`src/rtl/ncl_rx_pkg.sv`:
```
// ---------------------------------------------------------------------------
// ncl_rx_pkg
//   Shared types for the NCL sum-capture receiver.
//   - rx_state_e : receiver handshake state (waiting for DATA / waiting for NULL)
//   - dr_class_e : classification of one dual-rail digit
//   - dr_class() : maps a {rail1, rail0} pair to its class
// ---------------------------------------------------------------------------
package ncl_rx_pkg;

    typedef enum logic {
        WAIT_DATA = 1'b0,
        WAIT_NULL = 1'b1
    } rx_state_e;

    typedef enum logic [1:0] {
        DR_NULL    = 2'd0,
        DR_DATA    = 2'd1,
        DR_ILLEGAL = 2'd2
    } dr_class_e;

    // pair = {rail1, rail0}
    function automatic dr_class_e dr_class(input logic [1:0] pair);
        dr_class_e c;
        case (pair)
            2'b00:   c = DR_NULL;
            2'b11:   c = DR_ILLEGAL;
            default: c = DR_DATA;
        endcase
        return c;
    endfunction

endpackage

```
`src/rtl/ncl_dr_sync.sv`:
```
// ---------------------------------------------------------------------------
// ncl_dr_sync
//   Synchronises one dual-rail digit into the capture clock domain and
//   classifies it. Each rail passes SYNC_STAGES flops; the last stage is
//   compared with its value one cycle earlier so that a digit is only
//   reported once its synced pair has been stable for a full cycle.
// Ports
//   clk     in   capture clock
//   rst     in   asynchronous active-high reset
//   rail    in   {rail1, rail0} of the digit (asynchronous to clk)
//   stable  out  synced pair equals its previous-cycle value
//   cls     out  class of the synced pair (NULL / DATA / ILLEGAL)
//   value   out  rail1 of the synced pair (single-rail data bit)
// ---------------------------------------------------------------------------
module ncl_dr_sync
    import ncl_rx_pkg::*;
#(
    parameter int SYNC_STAGES = 2
) (
    input  logic       clk,
    input  logic       rst,
    input  logic [1:0] rail,
    output logic       stable,
    output dr_class_e  cls,
    output logic       value
);

    logic [SYNC_STAGES-1:0][1:0] sync_q;
    logic [SYNC_STAGES-1:0][1:0] sync_d;
    logic [1:0]                  prev_q;
    logic [1:0]                  prev_d;

    // Rails are monotonic within a wavefront, so each rail is synchronised on
    // its own; the stability compare hides any skew between the two chains.
    always_comb begin
        sync_d = {sync_q[SYNC_STAGES-2:0], rail};
        prev_d = sync_q[SYNC_STAGES-1];
    end

    always_ff @(posedge clk or posedge rst) begin
        if (rst) begin
            sync_q <= '0;
            prev_q <= '0;
        end else begin
            sync_q <= sync_d;
            prev_q <= prev_d;
        end
    end

    // ---- classification of the last sync stage ----
    assign stable = (sync_q[SYNC_STAGES-1] == prev_q);
    assign cls    = dr_class(sync_q[SYNC_STAGES-1]);
    assign value  = sync_q[SYNC_STAGES-1][1];

endmodule

```
`src/rtl/ncl_sum_capture.sv`:
```
// ---------------------------------------------------------------------------
// ncl_sum_capture
//   Clocked receiver for the dual-rail sum of the NCL two-D counter. Drives
//   per-digit completion (sumcomp) back upstream and presents every complete
//   DATA wavefront as a single-rail word on a valid/ready port.
// Ports
//   clk        in   capture clock
//   init       in   asynchronous active-high reset (shared with the counter ring)
//   sum_dr     in   dual-rail digits, digit k on [2k+1:2k], [2k+1] = rail1
//   sumcomp    out  per-digit completion: 1 = DATA accepted, 0 = request DATA
//   out_data   out  captured word, bit k = rail1 of digit k
//   out_valid  out  out_data holds an unconsumed word
//   out_ready  in   sink accepts out_data when out_valid && out_ready
//   err        out  sticky protocol error
// Build option
//   NCL_SUM_CAPTURE_ERR_EN : enables ILLEGAL-digit and wavefront-overrun
//   detection on err. Without it err is tied low and an ILLEGAL digit simply
//   stalls the handshake until it becomes legal.
// ---------------------------------------------------------------------------
module ncl_sum_capture
    import ncl_rx_pkg::*;
#(
    parameter int DIGITS      = 32,
    parameter int SYNC_STAGES = 2
) (
    input  logic                clk,
    input  logic                init,
    input  logic [2*DIGITS-1:0] sum_dr,
    output logic [DIGITS-1:0]   sumcomp,
    output logic [DIGITS-1:0]   out_data,
    output logic                out_valid,
    input  logic                out_ready,
    output logic                err
);

    logic [DIGITS-1:0] dig_stable;
    logic [DIGITS-1:0] dig_val;
    dr_class_e         dig_cls [DIGITS];
    logic [DIGITS-1:0] dig_data;
    logic [DIGITS-1:0] dig_null;

    for (genvar g = 0; g < DIGITS; g++) begin : g_digit
        ncl_dr_sync #(
            .SYNC_STAGES (SYNC_STAGES)
        ) u_sync (
            .clk    (clk),
            .rst    (init),
            .rail   (sum_dr[2*g+1:2*g]),
            .stable (dig_stable[g]),
            .cls    (dig_cls[g]),
            .value  (dig_val[g])
        );
    end

    // ---- completeness trees over stable digit classes ----
    always_comb begin
        dig_data = '0;
        dig_null = '0;
        for (int k = 0; k < DIGITS; k++) begin
            dig_data[k] = dig_stable[k] && (dig_cls[k] == DR_DATA);
            dig_null[k] = dig_stable[k] && (dig_cls[k] == DR_NULL);
        end
    end

    logic all_data;
    logic all_null;
    assign all_data = &dig_data;
    assign all_null = &dig_null;

    // ---- handshake FSM and output buffer ----
    rx_state_e         state_q,     state_d;
    logic [DIGITS-1:0] sumcomp_q,   sumcomp_d;
    logic [DIGITS-1:0] out_data_q,  out_data_d;
    logic              out_valid_q, out_valid_d;
    logic              capture;

    // A word is only taken into a free (or simultaneously drained) buffer, so
    // a full buffer stalls upstream on DATA instead of overwriting.
    assign capture = (state_q == WAIT_DATA) && all_data && (!out_valid_q || out_ready);

    always_ff @(posedge clk or posedge init) begin
        if (init) begin
            state_q     <= WAIT_DATA;
            sumcomp_q   <= '0;
            out_data_q  <= '0;
            out_valid_q <= 1'b0;
        end else begin
            state_q     <= state_d;
            sumcomp_q   <= sumcomp_d;
            out_data_q  <= out_data_d;
            out_valid_q <= out_valid_d;
        end
    end

    always_comb begin
        state_d = state_q;
        case (state_q)
            WAIT_DATA: if (capture)  state_d = WAIT_NULL;
            WAIT_NULL: if (all_null) state_d = WAIT_DATA;
            default:                 state_d = WAIT_DATA;
        endcase
    end

    always_comb begin
        sumcomp_d   = sumcomp_q;
        out_data_d  = out_data_q;
        out_valid_d = out_valid_q && !out_ready;
        if (capture) begin
            out_data_d  = dig_val;
            out_valid_d = 1'b1;
            sumcomp_d   = '1;
        end
        if ((state_q == WAIT_NULL) && all_null) begin
            sumcomp_d = '0;
        end
    end

    // sumcomp comes straight from one register, so all bits switch together.
    assign sumcomp   = sumcomp_q;
    assign out_data  = out_data_q;
    assign out_valid = out_valid_q;

`ifdef NCL_SUM_CAPTURE_ERR_EN
    // ---- protocol error detection ----
    logic [DIGITS-1:0] dig_ill;
    logic [DIGITS-1:0] seen_null_q, seen_null_d;
    logic              err_q,       err_d;
    logic              overrun;

    always_comb begin
        dig_ill = '0;
        for (int k = 0; k < DIGITS; k++) begin
            dig_ill[k] = dig_stable[k] && (dig_cls[k] == DR_ILLEGAL);
        end
    end

    // Digits that already reached NULL in this return-to-null phase; one of
    // them showing DATA again means the next wavefront overran the handshake.
    assign overrun = (state_q == WAIT_NULL) && |(seen_null_q & dig_data);

    always_comb begin
        seen_null_d = '0;
        if (state_q == WAIT_NULL) begin
            seen_null_d = seen_null_q | dig_null;
        end
        err_d = err_q | (|dig_ill) | overrun;
    end

    always_ff @(posedge clk or posedge init) begin
        if (init) begin
            seen_null_q <= '0;
            err_q       <= 1'b0;
        end else begin
            seen_null_q <= seen_null_d;
            err_q       <= err_d;
        end
    end

    assign err = err_q;
`else
    assign err = 1'b0;
`endif

endmodule
```
`config.mk`:
```
export PLATFORM = sky130hd
export DESIGN_NAME = ncl_sum_capture
export DESIGN_NICKNAME = d
export VERILOG_FILES = /design/src/rtl/ncl_rx_pkg.sv /design/src/rtl/ncl_dr_sync.sv /design/src/rtl/ncl_sum_capture.sv
export SDC_FILE = /design/constraint.sdc
export NUM_CORES = 1
export LEC_CHECK = 0
export CORE_UTILIZATION = 45
export CTS_BUF_LIST = sky130_fd_sc_hd__clkbuf_16
export DETAILED_ROUTE_END_ITERATION = 10
export PLACE_DENSITY = 0.7
export RECOVER_POWER = 100
export SKIP_LAST_GASP = 1
export SLEW_MARGIN = 15
export SYNTH_ARGS = -nofsm -noshare
export SYNTH_HDL_FRONTEND = slang
export SYNTH_SLANG_ARGS = --single-unit
```
`constraint.sdc`:
```
create_clock -name clk -period 18.2 [get_ports clk]
set_input_delay 3.64 -clock clk [delete_from_list [all_inputs] [get_ports clk]]
set_output_delay 3.64 -clock clk [all_outputs]
set_load 0.1 [all_outputs]
```
== Word-level counts from Yosys, hierarchy flattened ==
Index checks and enable logic that the tools add are counted.

* Flip-flop bits (word level): 258
* Input port bits: 67
* Output and inout port bits: 66
* Logic and storage cells: 373

* Equality and inequality tests: 96
* Multiplexer cells: 38
* Reduce and logical (&&, ||, !) cells: 138
* Bitwise gates (word level): 1

{| class="wikitable"
|+ Operator list
! kind !! count
|-
| $logic_not 2->1 || 64
|-
| $pmux 2 s2 || 32
|-
| $logic_and 1x1->1 || 68
|-
| $eq 2x1->1 const B || 32
|-
| $eq 2x2->1 || 32
|-
| $eq 2x2->1 const B || 32
|-
| $mux 32 || 2
|-
| $reduce_and 32->1 || 2
|-
| $mux 1 || 3
|-
| $logic_not 1->1 || 2
|-
| $pmux 1 s2 || 1
|-
| $reduce_bool 2->1 || 1
|-
| $logic_or 1x1->1 || 1
|-
| $not 1->1 || 1
|}

== Depth between registers and ports, before layout ==
Gate-level depths: netlist (run 1).

* Depth in word-level cells: 9
* Depth in mapped cells: 8
* Gate-level depth less buffers: 7

== Hierarchy ==
Synthesis (run 1) repeated with hierarchy kept, for this count alone.

* Cell total of the unflattened synthesis: 508
* Area total of the unflattened synthesis: 7926.4 um^2

{| class="wikitable"
|+ By module, submodules not included
! module !! instances !! cells each !! sequential area each (um^2) !! area an instance (um^2)
|-
| ncl_dr_sync || 32 || 11 || 150.1 || 187.7
|-
| ncl_sum_capture || 1 || 156 || 875.8 || 1920.6
|}

== Worst setup path after synthesis (run 1) ==
No wires, ideal clock.

* Path type: flip-flop to output port
* Start point: register, netlist name sumcomp[30]
* End point: output sumcomp[10]
* Path slack: 12.722 ns
* Stages on the path, launching flop included: 2
* Data arrival time: 1.838 ns
* Required time: 14.560 ns
* Buffers on the path: 1
* Cell sequence: dfrtp_1 buf_4

{| class="wikitable"
|+ RTL lines
! what !! RTL line !! text
|-
| end: declaration || ncl_sum_capture.sv:29 || <nowiki>output logic [DIGITS-1:0] sumcomp,</nowiki>
|}

==> results of run 1 <==
## sequential cells by signal, indices dropped and copies added, names as in the netlist
register / flops
g_digit.u_sync.prev_q: 64
out_data: 32
sumcomp: 1
g_digit.u_sync.prev_d: 64
out_valid: 1
g_digit.u_sync.sync_d: 64
state_q: 1
## final cells by class
class | count | area, µm² | share of cell area, %
inverters | 66 | 249 | 2.51
clock inverters | 19 | 164 | 1.65
flip-flops and latches | 227 | 5680 | 57.3
repair buffers | 133 | 1330 | 13.4
clock buffers | 23 | 576 | 5.80
multi-input cells | 180 | 1650 | 16.6
well taps | 220 | 275 | 2.78
## cells by family after synthesis
kind of cell | Yosys count
other | 1
adders and majority gates | 32
AOI/OAI and AO/OA | 3
muxes | 32
buffers and inverters | 101
and+or+nand+nor | 48
DFF | 227
xor gates and xnor gates | 64
## power by group through the flow
stage	registers [µW]	logic, µW	clock network, µW
after floorplan	545	28.9	0
after global placement	549	50.9	0
after detailed placement	551	51.6	0
after CTS	542	52.5	469
after global routing	544	55.2	490
final	542	48.1	457
## per-stage QoR
step           setup slack, ns  utilization (%)
3_5_place_dp             12.13             54.6
6_report                 10.51             59.0
3_3_place_gp             12.20             54.6
2_1_floorplan             8.34                -
4_1_cts                  11.86             59.0
5_1_grt                   9.54             59.0
## final timing paths
check / cells past startpoint / from / slack (ns) / to
setup / recovery: 3 / init / 10.51 / g_digit[17].u_sync.prev_d[1]
hold / removal: 0 / g_digit[22].u_sync.sync_d[3] / 0.34 / g_digit[22].u_sync.prev_d[1]
setup reg to reg: 7 / g_digit[23].u_sync.prev_d[0] / 14.31 / out_data[24]
hold reg to reg: 0 / g_digit[22].u_sync.sync_d[3] / 0.34 / g_digit[22].u_sync.prev_d[1]
max in group clk: 1 / sumcomp[30] / 12.02 / sumcomp[25]
min in group asynchronous: 2 / init / 5.31 / g_digit[9].u_sync.sync_d[3]
## layer usage
metal / global-route usage, % / part of all wire [%] / vias up
met5: 0 / 0 / -
met4: 4.74 / 1.9 / 0
met3: 3.14 / 5.4 / 23
met2: 27.4 / 48 / 115
met1: 22.9 / 45 / 1972
li1: - / - / 1850
## worst max-delay path, cell delays in order
cell	delay, ns
dlygate4sd3_1	0.54
clkinvlp_2	3.05
buf_6	0.85
## synth_stat cells
cell / n / area, µm²
dfrtp_1: 227 / 5680
buf_4: 32 / 240
conb_1: 1 / 3.75
nand2_1: 2 / 7.51
xnor2_1: 64 / 561
nand4_1: 32 / 200
buf_6: 3 / 33.8
nor2b_1: 1 / 6.26
ha_1: 32 / 400
inv_1: 66 / 248
nor2_1: 2 / 7.51
nor3_1: 1 / 5.00
nor3_4: 1 / 16.3
a2bb2oi_1: 1 / 8.76
nand3_1: 2 / 10.0
mux2_2: 28 / 315
o21bai_1: 2 / 15.0
mux2_1: 4 / 45.0
nor4_1: 7 / 43.8
==> impl_metrics.yaml, run 1 <==
run_status:
  outcome: "finished with violations"
  violations: "capacitance limit, slew limit"
sta:
  fin_crit_sh_pct: 42.2
  fin_crit_ns: 7.69
  whs_ns: 0.341
  maxSlewHeadroom_pct: -265
  fmax_ghz: 0.130
  tns_ns: 0
  tightest_slew_ns: 5.45
  fin_worst_skew_ns: 0.00993
  hold_viol_final: 0
  finalSetupViolCount: 0
  rsz0062_at_grt: "no"
  slew_viol_final: 167
detailed_routing:
  wl_um: 13900
  vias: 3960
  ant_nets: 0
  first_pass_iters: 4
  drt-initial-drc-count: 166
  drt-wirelength-per-cell_um: 16.0
  remaining_drc_errors: 0
  vias_per_cell: 4.56
placement:
  dp_hpwl_um: 9440
  place_area_mm2: 0.00918
  gp_congestion: 0.827
  dp.cells: 826
  io_buffers: 131
power:
  p_comb_share_pct: 4.6
  pwr-share-clk_pct: 43.6
  power.leakage_uw: 0.00479
  p_sw_uw: 223
  power.density_mw_per_mm2: 106
  power_uw: 1050
  netSwitchingFraction_pct: 21.3
  worst_ir_drop_vdd_mv: 0.0836
  p_int_uw: 823
  pwr-share-seq_pct: 51.8
finish:
  layout_common_cells: "dfrtp_1, dlygate4sd3_1, inv_1, xnor2_1"
  final_area_mm2: 0.00992
  layout.filler_cells: 1307
  drive_above_1_share_pct: 10.0
  final_common_cell: "dfrtp_1"
  nets: 730
  areaGrowthSynthToFinish_pct: 26.4
  final_cell_count_no_fill: 868
  diodes: 0
clock_tree:
  hold_buffers: 0
  cts_buffers: 23
  cts_resized: 0
  clk_latency_ns: 0.51
  cts-root-buf: "clkbuf_16"
  tritoncts: "done"
  h-tree-depth: 1
  cts_max_path_buffers: 3
  post_cts_buffers: 0
  clkSinkCount: 227
  clk_pin_slew_ns: 0.06
grt:
  grt_pass1_wl_um: 23200
  first_global_vias: 4318
  grtUsageTotal_pct: 16.7
  grt-ovfl-total: 0
  antenna_found_initial: 0
  grt_start_max_net_pins: 132
die:
  core_mm2: 0.0168
  rows: 47
  die_w_um: 134
  initial_core_util_pct: 46.7
  die_y_um: 134
  die-area_mm2: 0.0180
  ios: 133
yosys:
  ys_seq_area_share_pct: 72.4
  synth_top_family_by_area: "XOR/XNOR gates"
  ys_warn_count: 0
  synth-xor-area-share_pct: 7.14
  yosys.cell_types.count: 19
  synthCells: 508
  syn_avg_cell_area_um2: 15.4
  synthSimpleGateAreaFrac_pct: 3.78
  yosys.area_share.adder_pct: 5.10
  synth_compound_area_share_pct: 0.303
  synthesis.nets: 607
  synth-seq-cells: 227
  muxShareOfSynthArea_pct: 4.59
  synth_area_mm2: 0.00785
critical_path:
  critPathMaxFanout: 131
  critPathCaptureType: "async pin"
  critical_path_class: "input pin to async pin"
  worst-endpoint-required_ns: 18.72
  crit_path_start_kind: "input pin"
  worstPathArrival_ns: 8.21
hold_path:
  hp-class: "flop to flop"
job:
  drv_cap: 2
Note: power is estimated with default switching activity, not from simulation.
==> inputs of run 2 (changes only) <==
==> constraint.sdc (replaced) <==
create_clock -name clk -period 7.75 [get_ports clk]
set_input_delay 1.55 -clock clk [delete_from_list [all_inputs] [get_ports clk]]
set_output_delay 1.55 -clock clk [all_outputs]
set_load 0.1 [all_outputs]
==> impl_metrics.yaml, run 2 (synthesis results as in run 1) <==
run_status:
  outcome: "finished with violations"
  violations: "capacitance limit, slew limit"
sta:
  fin_crit_sh_pct: 65.2
  whs_ns: 0.346
  maxSlewHeadroom_pct: -155
  fmax_ghz: 0.198
  finalSetupViolCount: 0
  tightest_slew_ns: 3.83
  rsz0062_at_grt: "no"
  hold_viol_final: 0
  fin_worst_skew_ns: 0.0103
  tns_ns: 0
  fin_crit_ns: 5.06
  slew_viol_final: 93
critical_path:
  critical_path_class: "input pin to async pin"
  ff2ff_setup_slack_ns: 2.79
  crit_path_start_kind: "input pin"
  worst-endpoint-required_ns: 7.47
  critPathCaptureType: "async pin"
  r2r_start: "g_digit[6].u_sync.prev_d[1]"
  slowest_stage: "clkbuf_1"
  cpPeakStageDelay_ns: 2.68
  critPathMaxFanout: 75
  r2r_cells: 7
  crit_chain: "clkdlybuf4s50_1 -> clkinvlp_4 -> clkbuf_1"
  worstPathArrival_ns: 4.78
  timing.rr.end: "out_data[28]"
clock_tree:
  clk_pin_slew_ns: 0.06
  cts_buffers: 23
  cts-root-buf: "clkbuf_16"
  tritoncts: "done"
  clkSinkCount: 227
  hold_buffers: 0
  h-tree-depth: 1
  post_cts_buffers: 0
  cts_resized: 0
  cts_max_path_buffers: 3
  clk_latency_ns: 0.50
detailed_routing:
  drt-initial-drc-count: 152
  wl_um: 13900
  first_pass_iters: 4
  drt-wirelength-per-cell_um: 16.0
  vias_per_cell: 4.64
  vias: 4026
  ant_nets: 0
  remaining_drc_errors: 0
job:
  drv_cap: 2
finish:
  drive_above_1_share_pct: 9.43
  final_common_cell: "dfrtp_1"
  final_area_mm2: 0.00995
  ff_latch_area_mm2: 0.00568
  final_core_util_pct: 59.2
  layout_common_cells: "dfrtp_1, dlygate4sd3_1, inv_1, xnor2_1"
  diodes: 0
  areaGrowthSynthToFinish_pct: 26.8
  multi_input_area_mm2: 0.00163
  layout.filler_cells: 1303
  nets: 731
power:
  netSwitchingFraction_pct: 20.4
  power.density_mw_per_mm2: 252
  pwr-share-seq_pct: 50.7
  power_uw: 2510
  p_sw_uw: 512
  worst_ir_drop_vdd_mv: 0.173
  pwr-share-clk_pct: 44.8
  p_comb_share_pct: 4.5
  p_int_uw: 2000
  power.leakage_uw: 0.00480
die:
  die_w_um: 134
  die_y_um: 134
  initial_core_util_pct: 46.7
  core_mm2: 0.0168
  die-area_mm2: 0.0180
  ios: 133
  rows: 47
placement:
  place_area_mm2: 0.00920
  io_buffers: 131
  dp_hpwl_um: 9700
  gp_congestion: 0.823
grt:
  first_global_vias: 4382
  grt_start_max_net_pins: 154
  antenna_found_initial: 0
  grt-ovfl-total: 0
  grtUsageTotal_pct: 16.5
  grt_pass1_wl_um: 22900
hold_path:
  hold_end: "g_digit[25].u_sync.prev_d[0]"
  hold_path_depth: 0
  hp-class: "flop to flop"
  min_from: "g_digit[25].u_sync.sync_d[2]"
[run 2: worst max path at each step]
| stage | from | endpoint | slack [ns] | cells after the start |
|---|---|---|---|---|
| 2_1_floorplan | init | g_digit[0].u_sync.prev_d[0] | 3.23 | 1 |
| 3_3_place_gp | out_ready | out_data[26] | 4.05 | 5 |
| 3_5_place_dp | out_ready | out_data[20] | 3.95 | 5 |
| 4_1_cts | sumcomp[30] | sumcomp[22] | 3.50 | 1 |
| 5_1_grt | init | g_digit[13].u_sync.prev_q[0] | 1.79 | 3 |
| 6_report | init | g_digit[6].u_sync.prev_q[0] | 2.69 | 3 |
[run 2: area by class of cell]
cell class | count | share of cell area, %
clock buffer | 23 | 5.78
clock inverter | 17 | 2.00
inverter | 66 | 2.53
multi-input combinational | 180 | 16.4
sequential | 227 | 57.1
tap | 220 | 2.77
timing repair buffer | 134 | 13.4
[run 2: per-stage QoR]
| step | cells | setup slack (ns) |
|---|---|---|
| 2_1_floorplan | 508 | 3.23 |
| 3_3_place_gp | 827 | 4.05 |
| 3_5_place_dp | 827 | 3.95 |
| 4_1_cts | 867 | 3.50 |
| 5_1_grt | 867 | 1.79 |
| 6_report | 867 | 2.69 |
[run 2: worst max-delay path, delay by kind of cell]
family	cells	cell delay [ns]
buffers and inverters	3	3.19
[run 2: power by group through the flow]
stage	Combinational, µW	Sequential, µW	Clock (µW)
finish	113	1270	1120
global route	130	1280	1200
detailed placement	122	1290	0
global placement	120	1290	0
floorplan	68.2	1280	0
CTS	124	1270	1150
[run 2: metal layers]
layer	vias to the layer above	track usage, %	wire length (µm)
met3	27	3.25	682
met4	0	4.68	284
met1	2034	22.3	6060
met2	113	27.5	6880
met5	-	0	0
li1	1852	-	-
==> inputs of run 3 (changes only) <==
==> constraint.sdc (replaced) <==
create_clock -name clk -period 5 [get_ports clk]
set_input_delay 1 -clock clk [delete_from_list [all_inputs] [get_ports clk]]
set_output_delay 1 -clock clk [all_outputs]
set_load 0.1 [all_outputs]
==> impl_metrics.yaml, run 3 (synthesis results as in run 1) <==
clock_tree:
  cts_resized: 0
  h-tree-depth: 1
  cts_buffers: 23
  post_cts_buffers: 0
  clk_latency_ns: 0.50
  clk_pin_slew_ns: 0.06
  cts_max_path_buffers: 3
  hold_buffers: 0
  clkSinkCount: 227
  cts-root-buf: "clkbuf_16"
  tritoncts: "done"
finish:
  final_common_cell: "dfrtp_1"
  nets: 732
  drive_above_1_share_pct: 9.72
  areaGrowthSynthToFinish_pct: 25.9
  layout.filler_cells: 1322
  diodes: 0
  layout_common_cells: "dfrtp_1, dlygate4sd3_1, inv_1, xnor2_1"
critical_path:
  worst-endpoint-required_ns: 5.38
  critPathMaxFanout: 18
  crit_path_start_kind: "flop"
  crit_start: "g_digit[25].u_sync.prev_d[1]"
  worstPathArrival_ns: 4.11
  ff2ff_setup_slack_ns: 1.26
  r2r_start: "g_digit[25].u_sync.prev_d[1]"
  critPathCaptureType: "flop"
  critical_path_class: "flop to flop"
detailed_routing:
  wl_met2_um: 6800
  drt-initial-drc-count: 170
  remaining_drc_errors: 0
  ant_nets: 0
  wl_um: 13800
  top_layer: "met4"
  drt-wirelength-per-cell_um: 15.9
  met1_length_um: 6110
  vias_per_cell: 4.55
  first_pass_iters: 4
  vias: 3951
  met3_length_um: 643
placement:
  dp_hpwl_um: 9950
  place_ws_ns: 1.66
  gp_congestion: 0.787
  io_buffers: 131
die:
  die-area_mm2: 0.0180
  ios: 133
  initial_core_util_pct: 46.7
  rows: 47
  die_w_um: 134
  core_mm2: 0.0168
  die_y_um: 134
power:
  power.density_mw_per_mm2: 377
  power_uw: 3730
  worst_ir_drop_vdd_mv: 0.261
  power.leakage_uw: 0.00478
hold_path:
  hp-class: "flop to flop"
  min_from: "g_digit[18].u_sync.sync_d[3]"
grt:
  first_global_vias: 4377
  antenna_found_initial: 0
  grt_pass1_wl_um: 22600
  grtUsageTotal_pct: 16.3
  grt-ovfl-total: 0
  grt_start_max_net_pins: 89
job:
  drv_cap: 1
run_status:
  violations: "capacitance limit, slew limit"
  outcome: "finished with violations"
sta:
  whs_ns: 0.347
  slew_viol_final: 89
  fin_worst_skew_ns: 0.0170
  maxSlewHeadroom_pct: -33.6
  fin_crit_sh_pct: 74.8
  fin_crit_ns: 3.74
  finalSetupViolCount: 0
  fmax_ghz: 0.268
  tightest_slew_ns: 2.00
  setup_ws_ns: 1.26
  rsz0062_at_grt: "no"
  hold_viol_final: 0
  tns_ns: 0
[run 3: cell types whose count changed in the layout (fill, tap and decap cells not counted), moves of 2 or more]
| cell | change |
|---|---|
| clkinv_1 | -2 |
| clkbuf_2 | +3 |
| bufinv_16 | -3 |
| inv_1 | +3 |
[run 3: layer usage]
layer,GRT usage [%],vias up
li1,-,1856
met1,22.1,1958
met2,27.4,115
met3,3.21,22
met4,3.93,0
met5,0,-
[run 3: cell type report]
cell class                 count  area, µm²  area share, %
sequential                   227       5680           57.5
multi-input combinational    180       1650           16.6
timing repair buffer         135       1330           13.5
clock buffer                  23        576           5.82
tap                          220        275           2.79
inverter                      66        249           2.52
clock inverter                17        126           1.28
[run 3: final timing paths]
kind,endpoint,depth (start not counted)
setup / recovery,out_data[2],8
hold / removal,g_digit[18].u_sync.prev_d[1],0
setup reg to reg,out_data[2],8
hold reg to reg,g_digit[18].u_sync.prev_d[1],0
max in group asynchronous,g_digit[6].u_sync.sync_d[3],3
min in group asynchronous,g_digit[10].u_sync.prev_d[1],2
[run 3: power by group]
part	internal [µW]	total (µW)	switching [µW]
clock network	934	1580	649
registers	1920	1970	54.1
logic	87.7	174	86.4
[run 3: stage by stage]
step           area, µm²  utilization [%]  cells
2_1_floorplan       7850                -    508
3_3_place_gp        9210             54.7    828
3_5_place_dp        9210             54.7    828
6_report            9880             58.8    868
5_1_grt             9880             58.8    868
4_1_cts             9910             58.9    868
[run 3: critical path, cell delays in order (launching register included)]
cell and delay [ns]:
dfrtp_1 0.43, inv_1 0.06, ha_1 0.27, nand4_1 0.12, nor4_1 0.43, nand3_1 0.25, nor3_4 0.74, clkbuf_1 0.88
mux2_2 0.42
